**config.mk**
```make
export PLATFORM = sky130hd
export DESIGN_NAME = row_window_ctrl_flat
export DESIGN_NICKNAME = d
export VERILOG_FILES = /design/src/rtl/row_window_pkg.sv /design/src/rtl/row_window_ctrl_if.sv /design/src/rtl/row_ptr_mod.sv /design/src/rtl/row_window_ctrl.sv /design/src/flat_wrapper.sv
export SDC_FILE = /design/constraint.sdc
export NUM_CORES = 1
export LEC_CHECK = 0
export BUFFER_PORTS_ARGS = -buffer_cell sky130_fd_sc_hd__buf_4
export CORE_AREA = 2 2 68 70
export CTS_BUF_LIST = sky130_fd_sc_hd__clkbuf_8
export DETAILED_ROUTE_END_ITERATION = 10
export DIE_AREA = 0 0 70 72
export GPL_TIMING_DRIVEN = 0
export PLACE_DENSITY_LB_ADDON = 0.05
export SYNTH_ARGS = -nofsm -noshare
export SYNTH_HDL_FRONTEND = slang
export SYNTH_HIERARCHICAL = 1
export SYNTH_SLANG_ARGS = --single-unit
```
**constraint.sdc**
```tcl
create_clock -name clk -period 4.4 [get_ports clk]
set_input_delay 0.44 -clock clk [delete_from_list [all_inputs] [get_ports clk]]
set_output_delay 0.44 -clock clk [all_outputs]
set_load 0.01 [all_outputs]
```
**src/rtl/row_window_pkg.sv**
```systemverilog
// row_window_pkg: shared FSM states and window row offsets for the line-buffer sequencer.
package row_window_pkg;
    typedef enum logic [1:0] {IDLE, FILL, STREAM, FLUSH} state_t;
    localparam int WIN_ROWS = 3;
    localparam int OFF_BOT  = 1;
    localparam int OFF_MID  = 2;
    localparam int OFF_TOP  = 3;
endpackage

```
**src/rtl/row_window_ctrl_if.sv**
```systemverilog
// row_window_ctrl_if: pixel-in, line-buffer write and window-read signals of row_window_ctrl.
// stall_cnt exists only when ROW_WINDOW_STALL_CNT_EN is defined.
interface row_window_ctrl_if #(
    parameter int ROW_BITS    = 2,
    parameter int COL_BITS    = 9,
    parameter int HEIGHT_BITS = 9
);
    logic                   frame_start;
    logic [HEIGHT_BITS-1:0] img_height;
    logic                   pix_valid;
    logic                   pix_ready;
    logic                   wr_en;
    logic [ROW_BITS-1:0]    wr_row;
    logic [COL_BITS-1:0]    col;
    logic                   win_valid;
    logic                   win_ready;
    logic [ROW_BITS-1:0]    rd_row_top;
    logic [ROW_BITS-1:0]    rd_row_mid;
    logic [ROW_BITS-1:0]    rd_row_bot;
    logic                   busy;
    logic                   frame_done;
`ifdef ROW_WINDOW_STALL_CNT_EN
    logic [15:0]            stall_cnt;
`endif
    modport master (
        output frame_start, img_height, pix_valid, win_ready,
        input  pix_ready, wr_en, wr_row, col, win_valid,
               rd_row_top, rd_row_mid, rd_row_bot, busy, frame_done
`ifdef ROW_WINDOW_STALL_CNT_EN
             , stall_cnt
`endif
    );
    modport slave (
        input  frame_start, img_height, pix_valid, win_ready,
        output pix_ready, wr_en, wr_row, col, win_valid,
               rd_row_top, rd_row_mid, rd_row_bot, busy, frame_done
`ifdef ROW_WINDOW_STALL_CNT_EN
             , stall_cnt
`endif
    );
endinterface

```
**src/rtl/row_ptr_mod.sv**
```systemverilog
// row_ptr_mod: modular add/subtract of a row index against the NUM_ROWS rollover value.
module row_ptr_mod #(
    parameter int NUM_ROWS = 4,
    parameter int ROW_BITS = 2
) (
    input  logic                sub,
    input  logic [ROW_BITS-1:0] a,
    input  logic [ROW_BITS-1:0] b,
    output logic [ROW_BITS-1:0] y
);
    localparam logic [ROW_BITS:0] N = (ROW_BITS+1)'(NUM_ROWS);
    logic [ROW_BITS:0] ax, bx, s;
    always_comb begin
        ax = {1'b0, a};
        bx = {1'b0, b};
        s  = ax + bx;
        y  = sub ? (a < b ? ROW_BITS'(ax + N - bx) : a - b)
                 : (s >= N ? ROW_BITS'(s - N) : s[ROW_BITS-1:0]);
    end
endmodule

```
**src/rtl/row_window_ctrl.sv**
```systemverilog
// row_window_ctrl: circular line-buffer write/read-row sequencer for a 3x3 window.
// Define ROW_WINDOW_STALL_CNT_EN to add the saturating downstream stall counter.
module row_window_ctrl
    import row_window_pkg::*;
#(
    parameter int NUM_ROWS    = 4,
    parameter int ROW_BITS    = 2,
    parameter int COL_BITS    = 9,
    parameter int IMG_WIDTH   = 320,
    parameter int HEIGHT_BITS = 9
) (
    input logic              clk,
    input logic              rst,
    row_window_ctrl_if.slave bus
);
    localparam logic [COL_BITS-1:0]    LAST_COL = COL_BITS'(IMG_WIDTH - 1);
    localparam logic [HEIGHT_BITS-1:0] WIN_H    = HEIGHT_BITS'(WIN_ROWS);
    localparam logic [ROW_BITS-1:0]    O_BOT    = ROW_BITS'(OFF_BOT);
    localparam logic [ROW_BITS-1:0]    O_MID    = ROW_BITS'(OFF_MID);
    localparam logic [ROW_BITS-1:0]    O_TOP    = ROW_BITS'(OFF_TOP);

    state_t                 state;
    logic [ROW_BITS-1:0]    wr_row, wr_nxt, top, mid, bot;
    logic [COL_BITS-1:0]    col;
    logic [HEIGHT_BITS-1:0] row_cnt, cnt_nxt, height;
    logic                   done_q, adv, row_end, start;

    row_ptr_mod #(.NUM_ROWS(NUM_ROWS), .ROW_BITS(ROW_BITS)) u_inc (.sub(1'b0), .a(wr_row), .b(O_BOT), .y(wr_nxt));
    row_ptr_mod #(.NUM_ROWS(NUM_ROWS), .ROW_BITS(ROW_BITS)) u_top (.sub(1'b1), .a(wr_row), .b(O_TOP), .y(top));
    row_ptr_mod #(.NUM_ROWS(NUM_ROWS), .ROW_BITS(ROW_BITS)) u_mid (.sub(1'b1), .a(wr_row), .b(O_MID), .y(mid));
    row_ptr_mod #(.NUM_ROWS(NUM_ROWS), .ROW_BITS(ROW_BITS)) u_bot (.sub(1'b1), .a(wr_row), .b(O_BOT), .y(bot));

    // In STREAM the pixel write and the window read move as one transfer.
    always_comb begin
        bus.pix_ready = state == FILL || (state == STREAM && bus.win_ready);
        bus.win_valid = (state == STREAM && bus.pix_valid) || state == FLUSH;
        bus.wr_en     = bus.pix_valid && bus.pix_ready;
        adv           = state == FLUSH ? bus.win_ready : bus.wr_en;
        row_end       = adv && col == LAST_COL;
        cnt_nxt       = row_cnt + 1'b1;
        start         = state == IDLE && bus.frame_start && bus.img_height >= WIN_H;
    end

    assign bus.wr_row     = wr_row;
    assign bus.col        = col;
    assign bus.busy       = state != IDLE;
    assign bus.frame_done = done_q;
    assign bus.rd_row_top = state != IDLE ? top : '0;
    assign bus.rd_row_mid = state != IDLE ? mid : '0;
    assign bus.rd_row_bot = state != IDLE ? bot : '0;

    always_ff @(posedge clk) begin
        if (rst) begin
            state   <= IDLE;
            wr_row  <= '0;
            col     <= '0;
            row_cnt <= '0;
            height  <= '0;
            done_q  <= 1'b0;
        end else begin
            done_q <= 1'b0;
            if (adv) col <= row_end ? '0 : col + 1'b1;
            if (row_end && state != FLUSH) begin
                wr_row  <= wr_nxt;
                row_cnt <= cnt_nxt;
            end
            case (state)
                IDLE: if (start) begin
                    height  <= bus.img_height;
                    wr_row  <= '0;
                    col     <= '0;
                    row_cnt <= '0;
                    state   <= FILL;
                end
                FILL:   if (row_end && cnt_nxt == WIN_H) state <= height > WIN_H ? STREAM : FLUSH;
                STREAM: if (row_end && cnt_nxt == height) state <= FLUSH;
                FLUSH: if (row_end) begin
                    state  <= IDLE;
                    done_q <= 1'b1;
                end
                default: state <= IDLE;
            endcase
        end
    end

`ifdef ROW_WINDOW_STALL_CNT_EN
    logic [15:0] stall_q;
    always_ff @(posedge clk) begin
        if (rst || start) stall_q <= '0;
        else if (bus.win_valid && !bus.win_ready && stall_q != 16'hFFFF) stall_q <= stall_q + 1'b1;
    end
    assign bus.stall_cnt = stall_q;
`endif
endmodule
```
**src/flat_wrapper.sv**
```systemverilog
// flat-port wrapper written by rule: the top's interface ports become plain ports
module row_window_ctrl_flat import row_window_pkg::*;
#(
    parameter int NUM_ROWS    = 4,
    parameter int ROW_BITS    = 2,
    parameter int COL_BITS    = 9,
    parameter int IMG_WIDTH   = 320,
    parameter int HEIGHT_BITS = 9
)
  (clk, rst, bus_frame_start, bus_img_height, bus_pix_valid, bus_win_ready, bus_pix_ready, bus_wr_en, bus_wr_row, bus_col, bus_win_valid, bus_rd_row_top, bus_rd_row_mid, bus_rd_row_bot, bus_busy, bus_frame_done);
  row_window_ctrl_if #(.ROW_BITS(ROW_BITS), .COL_BITS(COL_BITS), .HEIGHT_BITS(HEIGHT_BITS)) bus_i ();
  input logic clk;
  input logic rst;
  input wire logic [$bits(bus_i.frame_start)-1:0] bus_frame_start;
  input wire logic [$bits(bus_i.img_height)-1:0] bus_img_height;
  input wire logic [$bits(bus_i.pix_valid)-1:0] bus_pix_valid;
  input wire logic [$bits(bus_i.win_ready)-1:0] bus_win_ready;
  output wire logic [$bits(bus_i.pix_ready)-1:0] bus_pix_ready;
  output wire logic [$bits(bus_i.wr_en)-1:0] bus_wr_en;
  output wire logic [$bits(bus_i.wr_row)-1:0] bus_wr_row;
  output wire logic [$bits(bus_i.col)-1:0] bus_col;
  output wire logic [$bits(bus_i.win_valid)-1:0] bus_win_valid;
  output wire logic [$bits(bus_i.rd_row_top)-1:0] bus_rd_row_top;
  output wire logic [$bits(bus_i.rd_row_mid)-1:0] bus_rd_row_mid;
  output wire logic [$bits(bus_i.rd_row_bot)-1:0] bus_rd_row_bot;
  output wire logic [$bits(bus_i.busy)-1:0] bus_busy;
  output wire logic [$bits(bus_i.frame_done)-1:0] bus_frame_done;
  assign bus_i.frame_start = bus_frame_start;
  assign bus_i.img_height = bus_img_height;
  assign bus_i.pix_valid = bus_pix_valid;
  assign bus_i.win_ready = bus_win_ready;
  assign bus_pix_ready = bus_i.pix_ready;
  assign bus_wr_en = bus_i.wr_en;
  assign bus_wr_row = bus_i.wr_row;
  assign bus_col = bus_i.col;
  assign bus_win_valid = bus_i.win_valid;
  assign bus_rd_row_top = bus_i.rd_row_top;
  assign bus_rd_row_mid = bus_i.rd_row_mid;
  assign bus_rd_row_bot = bus_i.rd_row_bot;
  assign bus_busy = bus_i.busy;
  assign bus_frame_done = bus_i.frame_done;
  row_window_ctrl #(.NUM_ROWS(NUM_ROWS), .ROW_BITS(ROW_BITS), .COL_BITS(COL_BITS), .IMG_WIDTH(IMG_WIDTH), .HEIGHT_BITS(HEIGHT_BITS)) u_core (.clk(clk), .rst(rst), .bus(bus_i));
endmodule
```
After elaboration in Yosys (flattened, before gate mapping)
Index checks and enable logic that the tools add are counted.
{"block": "word_totals", "ff_bits": 32, "wordCells": 76}
{"block": "op_classes", "addsub": 11, "magnitude_cmp": 6, "eq_ne": 11, "n_mux": 25, "bitwise_logic": 1, "reduce_logical": 16}
{"operator": "9-bit 2-to-1 mux", "count": 7}
{"operator": "2-bit 2-to-1 mux", "count": 14}
{"operator": "9-bit by 1-bit adder with 9-bit output (second input constant)", "count": 2}
{"operator": "9-bit by 2-bit equality test with 1-bit output (second input constant)", "count": 1}
{"operator": "9-bit equality test", "count": 1}
{"operator": "9-bit equality test (second input constant)", "count": 1}
{"operator": "9-bit by 2-bit >= comparator with 1-bit output (second input constant)", "count": 1}
{"operator": "9-bit by 2-bit greater-than comparator with 1-bit output (second input constant)", "count": 1}
{"operator": "1-bit logical AND", "count": 9}
{"operator": "2-bit case mux with 4 select lines", "count": 1}
{"operator": "2-bit subtractor (second input constant)", "count": 4}
{"operator": "2-bit inequality test (second input constant)", "count": 3}
{"operator": "2-bit by 1-bit subtractor with 2-bit output (second input constant)", "count": 3}
{"operator": "2-bit equality test (second input constant)", "count": 2}
{"operator": "2-bit less-than comparator (second input constant)", "count": 2}
{"operator": "2-bit by 1-bit inequality test with 1-bit output (second input constant)", "count": 2}
{"operator": "4-bit AND reduction", "count": 1}
{"operator": "2-bit by 1-bit adder with 3-bit output (second input constant)", "count": 1}
{"operator": "3-bit >= comparator (second input constant)", "count": 1}
{"operator": "1-bit 2-to-1 mux", "count": 3}
{"operator": "2-bit by 1-bit adder with 2-bit output (second input constant)", "count": 1}
{"operator": "2-bit by 1-bit equality test with 1-bit output (second input constant)", "count": 1}
{"operator": "2-bit logical NOT", "count": 1}
{"operator": "1-bit logical OR", "count": 2}
{"operator": "5 further kinds", "count": 5}

Depth between registers and ports, before layout
Gate-level depths: netlist of the first run.
{"block": "depth", "word_depth": 10, "ltp_mapped": 10, "mapped_depth_nobuf": 9}

Modules after synthesis
Netlist of the first run, hierarchy kept.
{"module": "row_window_ctrl", "instances": 1, "cells_per_inst": 243, "area_per_inst_um2": 2039.5}
{"module": "row_ptr_mod", "instances": 4, "cells_per_inst": 7, "area_per_inst_um2": 60.1}

Worst setup path before layout of the first run
Ideal clock, no wire load.
{"block": "synth_timing", "path_kind": "reg2reg", "startpoint": "reg u_core.state[0]", "endpoint": "reg u_core.state[0]", "setup_time_ns": 0.091, "arrival_time_ns": 2.118, "required_time_ns": 4.309, "setup_slack_ns": 2.191, "path_stages_with_launch": 10, "n_path_buf": 1, "period_less_slack_ns": 2.209, "cell_sequence": "dfxtp_1 ha_1 clkbuf_2 a21o_1 a2bb2oi_1 and2b_2 nand3_4 o41ai_4 a21oi_1 a311oi_1"}
{"block": "synth_via", "elab_chain_cells": 9, "word_cells_on_any_way": 19, "classes_between": "eq/ne: 7; mux: 2; reduce/logical: 10"}
{"item": "start, declared", "line_no": "row_window_ctrl.sv:22", "text": "state_t state;"}
{"item": "start signal, assigned", "line_no": "row_window_ctrl.sv:75", "text": "FILL: if (row_end && cnt_nxt == WIN_H) state <= height > WIN_H ? STREAM : FLUSH;"}
{"item": "2-bit equality test", "line_no": "row_window_ctrl.sv:35, row_window_ctrl.sv:67"}
{"item": "1-bit logical AND", "line_no": "row_window_ctrl.sv:35", "text": "bus.pix_ready = state == FILL || (state == STREAM && bus.win_ready);"}
{"item": "1-bit logical OR", "line_no": "row_window_ctrl.sv:35"}
{"item": "1-bit logical AND", "line_no": "row_window_ctrl.sv:37", "text": "bus.wr_en = bus.pix_valid && bus.pix_ready;"}
{"item": "1-bit 2-to-1 mux", "line_no": "row_window_ctrl.sv:38", "text": "adv = state == FLUSH ? bus.win_ready : bus.wr_en;"}
{"item": "1-bit logical AND", "line_no": "row_window_ctrl.sv:39", "text": "row_end = adv && col == LAST_COL;"}
{"item": "1-bit logical AND, on equally long branches", "line_no": "row_window_ctrl.sv:75, row_window_ctrl.sv:76"}
{"item": "2-bit inequality test (no line)"}
{"item": "4-bit AND reduction (no line)"}
Several ways; a longest one is shown, not always the timed one.
A chain may end at the register's enable or synchronous reset.

Final worst setup path of the first run
{"block": "layout_timing", "startpoint": "reg u_core.state[0]", "endpoint": "reg u_core.row_cnt[4]"}
{"block": "layout_via", "elab_chain_cells": 10, "word_cells_on_any_way": 16, "classes_between": "eq/ne: 4; mux: 4; reduce/logical: 8"}
{"item": "2-bit equality test", "line_no": "row_window_ctrl.sv:35"}
{"item": "1-bit logical AND", "line_no": "row_window_ctrl.sv:35"}
{"item": "1-bit logical OR", "line_no": "row_window_ctrl.sv:35"}
{"item": "1-bit logical AND", "line_no": "row_window_ctrl.sv:37"}
{"item": "1-bit 2-to-1 mux", "line_no": "row_window_ctrl.sv:38"}
{"item": "1-bit logical AND", "line_no": "row_window_ctrl.sv:39"}
{"item": "1-bit logical AND", "line_no": "row_window_ctrl.sv:63", "text": "if (row_end && state != FLUSH) begin"}
{"item": "9-bit 2-to-1 mux", "line_no": "row_window_ctrl.sv:63"}
{"item": "9-bit 2-to-1 mux", "line_no": "row_window_ctrl.sv:68", "text": "IDLE: if (start) begin"}
{"item": "9-bit 2-to-1 mux (*)", "line_no": "row_window_ctrl.sv:67", "text": "case (state)"}
{"item": "end signal, assigned", "line_no": "row_window_ctrl.sv:65", "text": "row_cnt <= cnt_nxt;"}
{"item": "end, declared", "line_no": "row_window_ctrl.sv:25", "text": "logic [HEIGHT_BITS-1:0] row_cnt, cnt_nxt, height;"}
Every way passes the cells marked *; elsewhere a longest branch is shown, timed or not.

==> impl_metrics.tcl, run 1 <==
set metrics [dict create \
    outcome "finished, final reports clean" \
    core_area_sq_um 4260 \
    dieArea_sq_um 5040 \
    clock-sinks 32 \
    slew_violations 0 \
    intPower_uw 583 \
    startpoint_type "flop" \
    via_count 1985 \
    worstSkewPairLatency_ns 0.27 \
    grt_pass1_wl_mm 8.10 \
    hpwlAfterDp_mm 3.60 \
    ys_async_sr_fraction 0 \
    final_net_count 356 \
    tns_ns 0 \
    setup_viol 0 \
    skew_ns 0.00385 \
    numCtsBuffers 5 \
    die_w_um 70 \
    synth-edff-count 0 \
    setup_slack_ns 1.57 \
    switchingPower_uw 315 \
    cp_data_required_time_ns 4.55 \
    yosys-top-cells-count "nor2_1 (38), dfxtp_1 (32), nand2_1 (19)" \
    hold_ws_ns 0.355 \
    grt_util_all_layers 0.198 \
    clockBufferDepth 2 \
    cts_tree "yes" \
    gp_congestion 0.895 \
    fmax_mhz 353 \
    met2_length_mm 2.04 \
    top_layer "met4" \
    synthCells 271 \
    crit_arrival_ns 2.98 \
    postCtsSetupBuffers 0 \
    synth_top_family_by_area "simple AND/OR/NAND/NOR gates" \
    period_share 0.644 \
    ctsHoldBuffers 0 \
    pwr-share-clk 0.226 \
    synth_compound_area_frac 0.140 \
    worst_pin_slew_ns 0.579 \
    syn_area_per_cell_sq_um 8.41 \
    drtPass1Iterations 4 \
    drt_iter0_drc 85 \
    synthFlopType "dfxtp_1" \
    critPathMaxFanout 10 \
    drcViolationCount 0 \
    critPathCaptureType "flop" \
    wl_met3_um 183 \
    syn_area_sq_um 2280 \
    diodes 0 \
    swShare 0.351 \
    synth_top_area_frac 0.281 \
    synth.most_common_cell "nor2_1" \
    seqPwrFrac 0.380 \
    routedWlPerCell_um 12.1 \
    drv_cap 0 \
    io_buffer_count 35 \
    synth-simple-area-share 0.250 \
    wl_met1_mm 2.33 \
    ir_drop_mv 0.393 \
    cts_max_level 2 \
    synthMuxAreaShare 0.0571 \
    grt_max_degree 11 \
    pwr-share-comb 0.394 \
    finalPower_uw 898 \
    power_density_nw_per_um2 328 \
    grt_pass1_vias 1774 \
    synth_top_cell_by_area "dfxtp_1" \
    period_needed_ns 2.83 \
    die_y_um 72 \
    final_util 0.642 \
    start_util 0.535 \
    via_per_inst 5.24 \
    critPathKind "flop to flop" \
    postCtsResizedCells 0 \
    wl_mm 4.59 \
    area_delta_synth_final_pct 20.1 \
    cts_root_buf "clkbuf_8" \
    synth-seq-area-share 0.281 \
    pre_cts_ws_ns 1.62 \
    overflow 0 \
    synth_fa_ha_area_frac 0.0823 \
    drive_gt1_frac 0.183 \
    placementRows 24 \
    grt_setup_unrepaired "false" \
    hp-class "input port to flop" \
    drtAntennaViolNets 0 \
    antenna_found_initial 0 \
    cts.clk_slew.worst_paths_ns 0.06 \
    yosysWarnings 6 \
    p_leak_uw 0.00115 \
    top_level_ports 36 \
    relSlewSlack 0.614 \
    yosys.cell_types.count 56 \
    synth_area_leaders "dfxtp_1 (28%), ha_1 (8.2%), nor2_1 (6.3%)" \
    ys_ff_latch 32 \
    hold_viol_final 0 \
    synth_xor_area_frac 0.119 \
]
-- through the flow --
| step | std cells | instance area [sq um] |
|---|---|---|
| 3_5_place_dp | 372 | 2660 |
| 2_1_floorplan | 285 | 2330 |
| 6_report | 379 | 2740 |
| 3_3_place_gp | 372 | 2660 |
| 4_1_cts | 379 | 2740 |
| 5_1_grt | 379 | 2740 |
-- cells by family after synthesis --
kind of cell	Yosys count
AND/OR/NAND/NOR	108
AO/OA/AOI/OAI	41
XOR/XNOR	31
adder cells (fa/ha/maj)	15
multiplexers	13
other	2
flip-flops	32
buffers and inverters	29
-- area by class of cell --
type                            count  area, sq um
Tap cell                           52         65.1
Fill cell                         412         1530
Clock inverter                      2         8.76
Inverter                           15         56.3
Clock buffer                        5         68.8
Multi-Input combinational cell    224         1540
Buffer                             14         97.6
Sequential cell                    32          641
Timing Repair Buffer               35          263
-- final timing paths --
check                                from                           end  slack [ns]  cells after the start
max reg2reg  u_core/state[0]$_SDFFE_PP0P_  u_core/row_cnt[4]$_SDFF_PP0_        1.57                      9
max          u_core/state[0]$_SDFFE_PP0P_  u_core/row_cnt[4]$_SDFF_PP0_        1.57                      9
min                                   rst  u_core/state[0]$_SDFFE_PP0P_        0.35                      2
min reg2reg  u_core/bus.col[1]$_SDFF_PP0_  u_core/bus.col[1]$_SDFF_PP0_        0.50                      2
-- critical path, cell delays in order (launching register included) --
cell and delay, ns:
dfxtp_1 0.36, inv_1 0.10, ha_1 0.14, clkbuf_1 0.38, and3_1 0.24, clkbuf_1 0.46, or2_2 0.20, clkbuf_1 0.31
clkbuf_1 0.42, nor2_1 0.10
-- per-layer routing --
layer  GRT usage  vias up
met4      0.0705        0
met3      0.0403        4
met2       0.298       35
li1            -     1039
met1       0.282      907
met5           0        -
-- registers in the layout (all words and copies together) (netlist names) --
signal,count
u_core/state,2
u_core/bus.col,9
u_core/bus.frame_done,1
u_core/bus.wr_row,2
u_core/row_cnt,9
u_core/height,9
-- power groups by stage --
stage                     clock (uW)  combinational [uW]  sequential (uW)
after floorplan                    0                 243              341
after global placement             0                 350              347
after detailed placement           0                 355              347
after CTS                        211                 356              341
after global routing             224                 393              346
final                            203                 354              341
-- cell usage in the layout, fill, tap and decap left out, types with 3 or more instances in the layout --
cell / instances
a31oi_1: 4
o21ai_0: 7
buf_6: 3
inv_1: 16
nor2_1: 38
nor4_1: 6
buf_4: 36
a21oi_1: 9
ha_1: 15
nand4_1: 5
nor3_1: 3
clkbuf_8: 6
xnor2_1: 15
xor2_1: 16
nand3_1: 9
mux2i_1: 13
nand2b_1: 4
nand2_1: 19
or2_2: 3
dfxtp_1: 32
nor2b_1: 7
clkbuf_1: 5
conb_1: 16
Note: power is estimated with default switching activity, not from simulation.
==> run 2, diff against run 1 <==
CORE_AREA = 2 2 69 71   (was 2 2 68 70)
DIE_AREA = 0 0 71 73   (was 0 0 70 72)
clock period = 2.6 ns   (was 4.4 ns; I/O delays follow)
==> impl_metrics.tcl, run 2 (synthesis results as in run 1) <==
set metrics [dict create \
    p_leak_uw 0.00116 \
    clockBufferDepth 2 \
    critPathKind "flop to flop" \
    tns_ns 0 \
    via_per_inst 5.19 \
    hold_viol_final 0 \
    drv_cap 0 \
    crit_slowest_cell "dfxtp_1" \
    grt_setup_unrepaired "true" \
    cts.clk_slew.worst_paths_ns 0.08 \
    hpwlAfterDp_mm 3.60 \
    io_buffer_count 35 \
    period_needed_ns 2.44 \
    grt_max_degree 11 \
    period_share 0.937 \
    via_count 1972 \
    cts_max_level 2 \
    dp_cells 374 \
    grt_util_all_layers 0.200 \
    drive_gt1_frac 0.196 \
    start_util 0.503 \
    dieArea_sq_um 5180 \
    power_density_nw_per_um2 579 \
    clock-sinks 32 \
    largest_registers "u_core/bus.col (9), u_core/height (9), u_core/row_cnt (9)" \
    die_y_um 73 \
    path_cells "inv_1 > ha_1 > a21o_1 > a2bb2oi_1 > and2b_2 > nand3_4 > a2111oi_4 > a21o_2 > a21oi_1" \
    worstSkewPairLatency_ns 0.29 \
    startpoint_type "flop" \
    routedWlPerCell_um 12.7 \
    cp_data_required_time_ns 2.81 \
    diodes 0 \
    cts_tree "yes" \
    drt_iter0_drc 109 \
    gp_congestion 0.858 \
    layout_common_cells "nor2_1 (38), buf_4 (36), dfxtp_1 (31)" \
    layout_commonest_cell "nor2_1" \
    final_cells 380 \
    hp-class "input port to flop" \
    cts_root_buf "clkbuf_8" \
    slew_violations 0 \
    crit_arrival_ns 2.65 \
    ir_drop_mv 0.399 \
    fmax_mhz 410 \
    hold_ws_ns 0.153 \
    drtPass1Iterations 4 \
    critPathMaxFanout 9 \
    grt_pass1_wl_mm 8.27 \
    final_util 0.608 \
    placementRows 25 \
    cpPeakStageDelay_ns 0.43 \
    critPathCaptureType "flop" \
    final_net_count 355 \
    core_area_sq_um 4540 \
    setup_viol 0 \
    numCtsBuffers 5 \
    area_delta_synth_final_pct 21.0 \
    drcViolationCount 0 \
    overflow 0 \
    outcome "finished, final reports clean" \
    postCtsSetupBuffers 0 \
    antenna_found_initial 0 \
    drtAntennaViolNets 0 \
    die_w_um 71 \
    skew_ns 0.0127 \
    grt_pass1_vias 1823 \
    wl_mm 4.83 \
    top_level_ports 36 \
]
-- run 2: what timing repair did --
item | CTS | global route
hold buffers | 0 | 0
endpoints found under the setup margin | 10 | 18
gates resized for setup | 1 | 2
pin swaps | 0 | 1
-- run 2: cell type report --
type                       instances  area, sq um
inverter                          15         56.3
sequential                        32          642
clock buffer                       7         96.3
buffer                            13         95.1
tap                               54         67.6
fill                             424         1780
multi-input combinational        224         1540
timing repair buffer              35          263
-- run 2: power breakdown --
| group | internal [uW] | switching [uW] |
|---|---|---|
| Sequential | 531 | 50.1 |
| Clock | 236 | 186 |
| Combinational | 278 | 317 |
| Total | 1040 | 554 |
-- run 2: metrics by stage --
stage                     setup slack (ns)  cell area [sq um]  total power [uW]
after global placement              -0.162               2660              1180
after floorplan                      0.391               2330               989
after global routing               -0.0488               2760              1700
after CTS                           0.0915               2760              1610
final                                0.163               2760              1600
after detailed placement            -0.212               2660              1180
-- run 2: worst paths after layout --
check | startpoint | endpoint | slack, ns | depth (start not counted)
worst max-delay path | u_core/state[0]$_SDFFE_PP0P_ | u_core/state[1]$_SDFFE_PP0P_ | 0.16 | 9
worst min-delay path | rst | u_core/state[0]$_SDFFE_PP0P_ | 0.15 | 2
worst min register to register | u_core/bus.col[1]$_SDFF_PP0_ | u_core/bus.col[1]$_SDFF_PP0_ | 0.49 | 2
worst max register to register | u_core/state[0]$_SDFFE_PP0P_ | u_core/state[1]$_SDFFE_PP0P_ | 0.16 | 9
-- run 2: critical path: cells and delay by family (launching register included) --
kind	cells	cell delay, ns
AOI/OAI and AO/OA	5	1.08
adders and majority gates	1	0.29
buffers and inverters	1	0.09
DFF	1	0.43
and+or+nand+nor	2	0.46
-- run 2: routing by layer --
layer	global-route usage	vias to the layer above	wire length (um)
li1	-	1030	-
met5	0	-	0
met4	0.0755	0	87
met3	0.0373	8	207
met2	0.319	53	2140
met1	0.271	881	2390
==> run 3, diff against run 2 <==
ABC_AREA = 1   (was not set)
CORE_AREA = 2 2 70 72   (was 2 2 69 71)
DIE_AREA = 0 0 72 74   (was 0 0 71 73)
TNS_END_PERCENT = 50   (was not set)
==> impl_metrics.tcl, run 3 <==
set metrics [dict create \
    outcome "finished, final reports clean" \
    crit_arrival_ns 2.39 \
    die_y_um 74 \
    crit_path_frequent_cell "inv_1" \
    drt_iter0_drc 78 \
    synth_top_area_frac 0.277 \
    ys_ff_latch 32 \
    power_density_nw_per_um2 609 \
    dieArea_sq_um 5330 \
    syn_area_sq_um 2310 \
    fill_cells 482 \
    skew_ns 0.00820 \
    synth.most_common_cell "nand2_1" \
    top_layer "met4" \
    slew_violations 0 \
    via_count 2319 \
    layout_common_cells "nand2_1 (121), inv_1 (74), buf_4 (35)" \
    startpoint_type "flop" \
    layout_commonest_cell "nand2_1" \
    drcViolationCount 0 \
    period_needed_ns 2.19 \
    io_buffer_count 35 \
    final_net_count 484 \
    rrSetupSlack_ns 0.41 \
    synthCells 383 \
    drtAntennaViolNets 0 \
    placementRows 25 \
    cp_data_required_time_ns 2.80 \
    synth_top_cell_by_area "dfxtp_1" \
    setup_viol 0 \
    drv_cap 0 \
    ctsHoldBuffers 0 \
    grt_setup_unrepaired "false" \
    routedWlPerCell_um 9.35 \
    critPathMaxFanout 10 \
    wl_mm 4.77 \
    postCtsSetupBuffers 0 \
    cts_tree "yes" \
    crit_slowest_cell "dfxtp_1" \
    syn_area_per_cell_sq_um 6.03 \
    wl_met3_um 179 \
    grt_pass1_vias 1899 \
    finalInstanceArea_sq_um 2850 \
    synthFlopType "dfxtp_1" \
    cts_max_level 2 \
    period_share 0.842 \
    tns_ns 0 \
    hp-class "input port to flop" \
    core_area_sq_um 4600 \
    p_leak_uw 0.00145 \
    met2_length_mm 2.31 \
    path_cells "inv_1 > ha_1 > clkbuf_1 > nand3_2 > inv_1 > nor2_1 > buf_2 > inv_1 > a211oi_1" \
    clock-sinks 32 \
    cts.clk_slew.worst_paths_ns 0.07 \
    postCtsResizedCells 0 \
    worstSkewPairLatency_ns 0.29 \
    yosys-top-cells-count "nand2_1 (121), inv_1 (74), nor2_1 (34)" \
    largest_registers "u_core/bus.col (9), u_core/height (9), u_core/row_cnt (9)" \
    critPathKind "flop to flop" \
    final_util 0.619 \
    via_per_inst 4.55 \
    clockBufferDepth 2 \
    drive_gt1_frac 0.125 \
    fmax_mhz 457 \
    grt_pass1_wl_mm 7.91 \
    die_w_um 72 \
    grt_max_degree 15 \
    critPathCaptureType "flop" \
    numCtsBuffers 5 \
    start_util 0.503 \
    antenna_found_initial 0 \
    drtPass1Iterations 5 \
    yosysWarnings 6 \
    multiInputGateArea_sq_um 1480 \
    wl_met1_mm 2.21 \
    cpPeakStageDelay_ns 0.42 \
    cts_root_buf "clkbuf_8" \
    final_cells 510 \
    diodes 0 \
    yosys.cell_types.count 33 \
    overflow 0 \
    hpwlAfterDp_mm 3.84 \
    place_area_sq_um 2750 \
    relSlewSlack 0.634 \
    synth-edff-count 0 \
    grt_util_all_layers 0.190 \
    area_delta_synth_final_pct 23.2 \
    top_level_ports 36 \
    ys_async_sr_fraction 0 \
    hold_viol_final 0 \
    regArea_sq_um 641 \
    ir_drop_mv 0.686 \
    synth_area_leaders "dfxtp_1 (28%), nand2_1 (20%), inv_1 (12%)" \
    gp_congestion 0.804 \
    synth-seq-area-share 0.277 \
    worst_pin_slew_ns 0.549 \
    dp_cells 502 \
]
[run 3: final timing paths]
check	from	end	depth (start not counted)
worst min register to register	u_core/row_cnt[8]$_SDFF_PP0_	u_core/row_cnt[8]$_SDFF_PP0_	2
worst max register to register	u_core/state[0]$_SDFFE_PP0P_	u_core/row_cnt[5]$_SDFF_PP0_	9
worst min-delay path	rst	u_core/bus.frame_done$_SDFF_PP0_	2
worst max-delay path	u_core/state[0]$_SDFFE_PP0P_	u_core/row_cnt[5]$_SDFF_PP0_	9
[run 3: routing by layer]
layer | GRT usage | vias to the layer above
li1 | - | 1295
met2 | 0.352 | 42
met4 | 0.0692 | 0
met3 | 0.0366 | 7
met1 | 0.217 | 975
met5 | 0 | -
[run 3: final cells by class]
class / count / share of cell area
Clock inverter: 2 / 0.00352
Multi-Input combinational cell: 301 / 0.520
Clock buffer: 6 / 0.0290
Inverter: 74 / 0.0976
Tap cell: 54 / 0.0237
Timing Repair Buffer: 35 / 0.0923
Sequential cell: 32 / 0.225
Buffer: 6 / 0.00923
[run 3: worst max-delay path, delay by kind of cell (launching register included)]
kind	cells	cell delay, ns
flip-flops	1	0.42
AO/OA/AOI/OAI	1	0.23
AND/OR/NAND/NOR	2	0.39
buffers and inverters	5	0.86
adder cells (fa/ha/maj)	1	0.20
[run 3: per-stage QoR]
step / hold slack (ns) / total power [uW] / worst slack (ns)
global placement: 0.453 / 1340 / 0.462
floorplan: 0.337 / 1100 / 0.863
finish: 0.145 / 1730 / 0.412
detailed placement: 0.450 / 1360 / 0.415
CTS: 0.137 / 1750 / 0.401
global route: 0.146 / 1890 / 0.194
[run 3: cells by family after synthesis]
group                    share of synthesized area
flip-flops                                   0.277
AO/OA/AOI/OAI                                0.126
adder cells (fa/ha/maj)                     0.0812
buffers and inverters                        0.132
AND/OR/NAND/NOR                              0.362
XOR/XNOR                                    0.0189
other                                      0.00325
[run 3: power breakdown]
group          switching [uW]  internal, uW  leakage, uW
Sequential               44.3           548     0.000260
Clock                     184           211    0.0000510
Combinational             447           300      0.00114
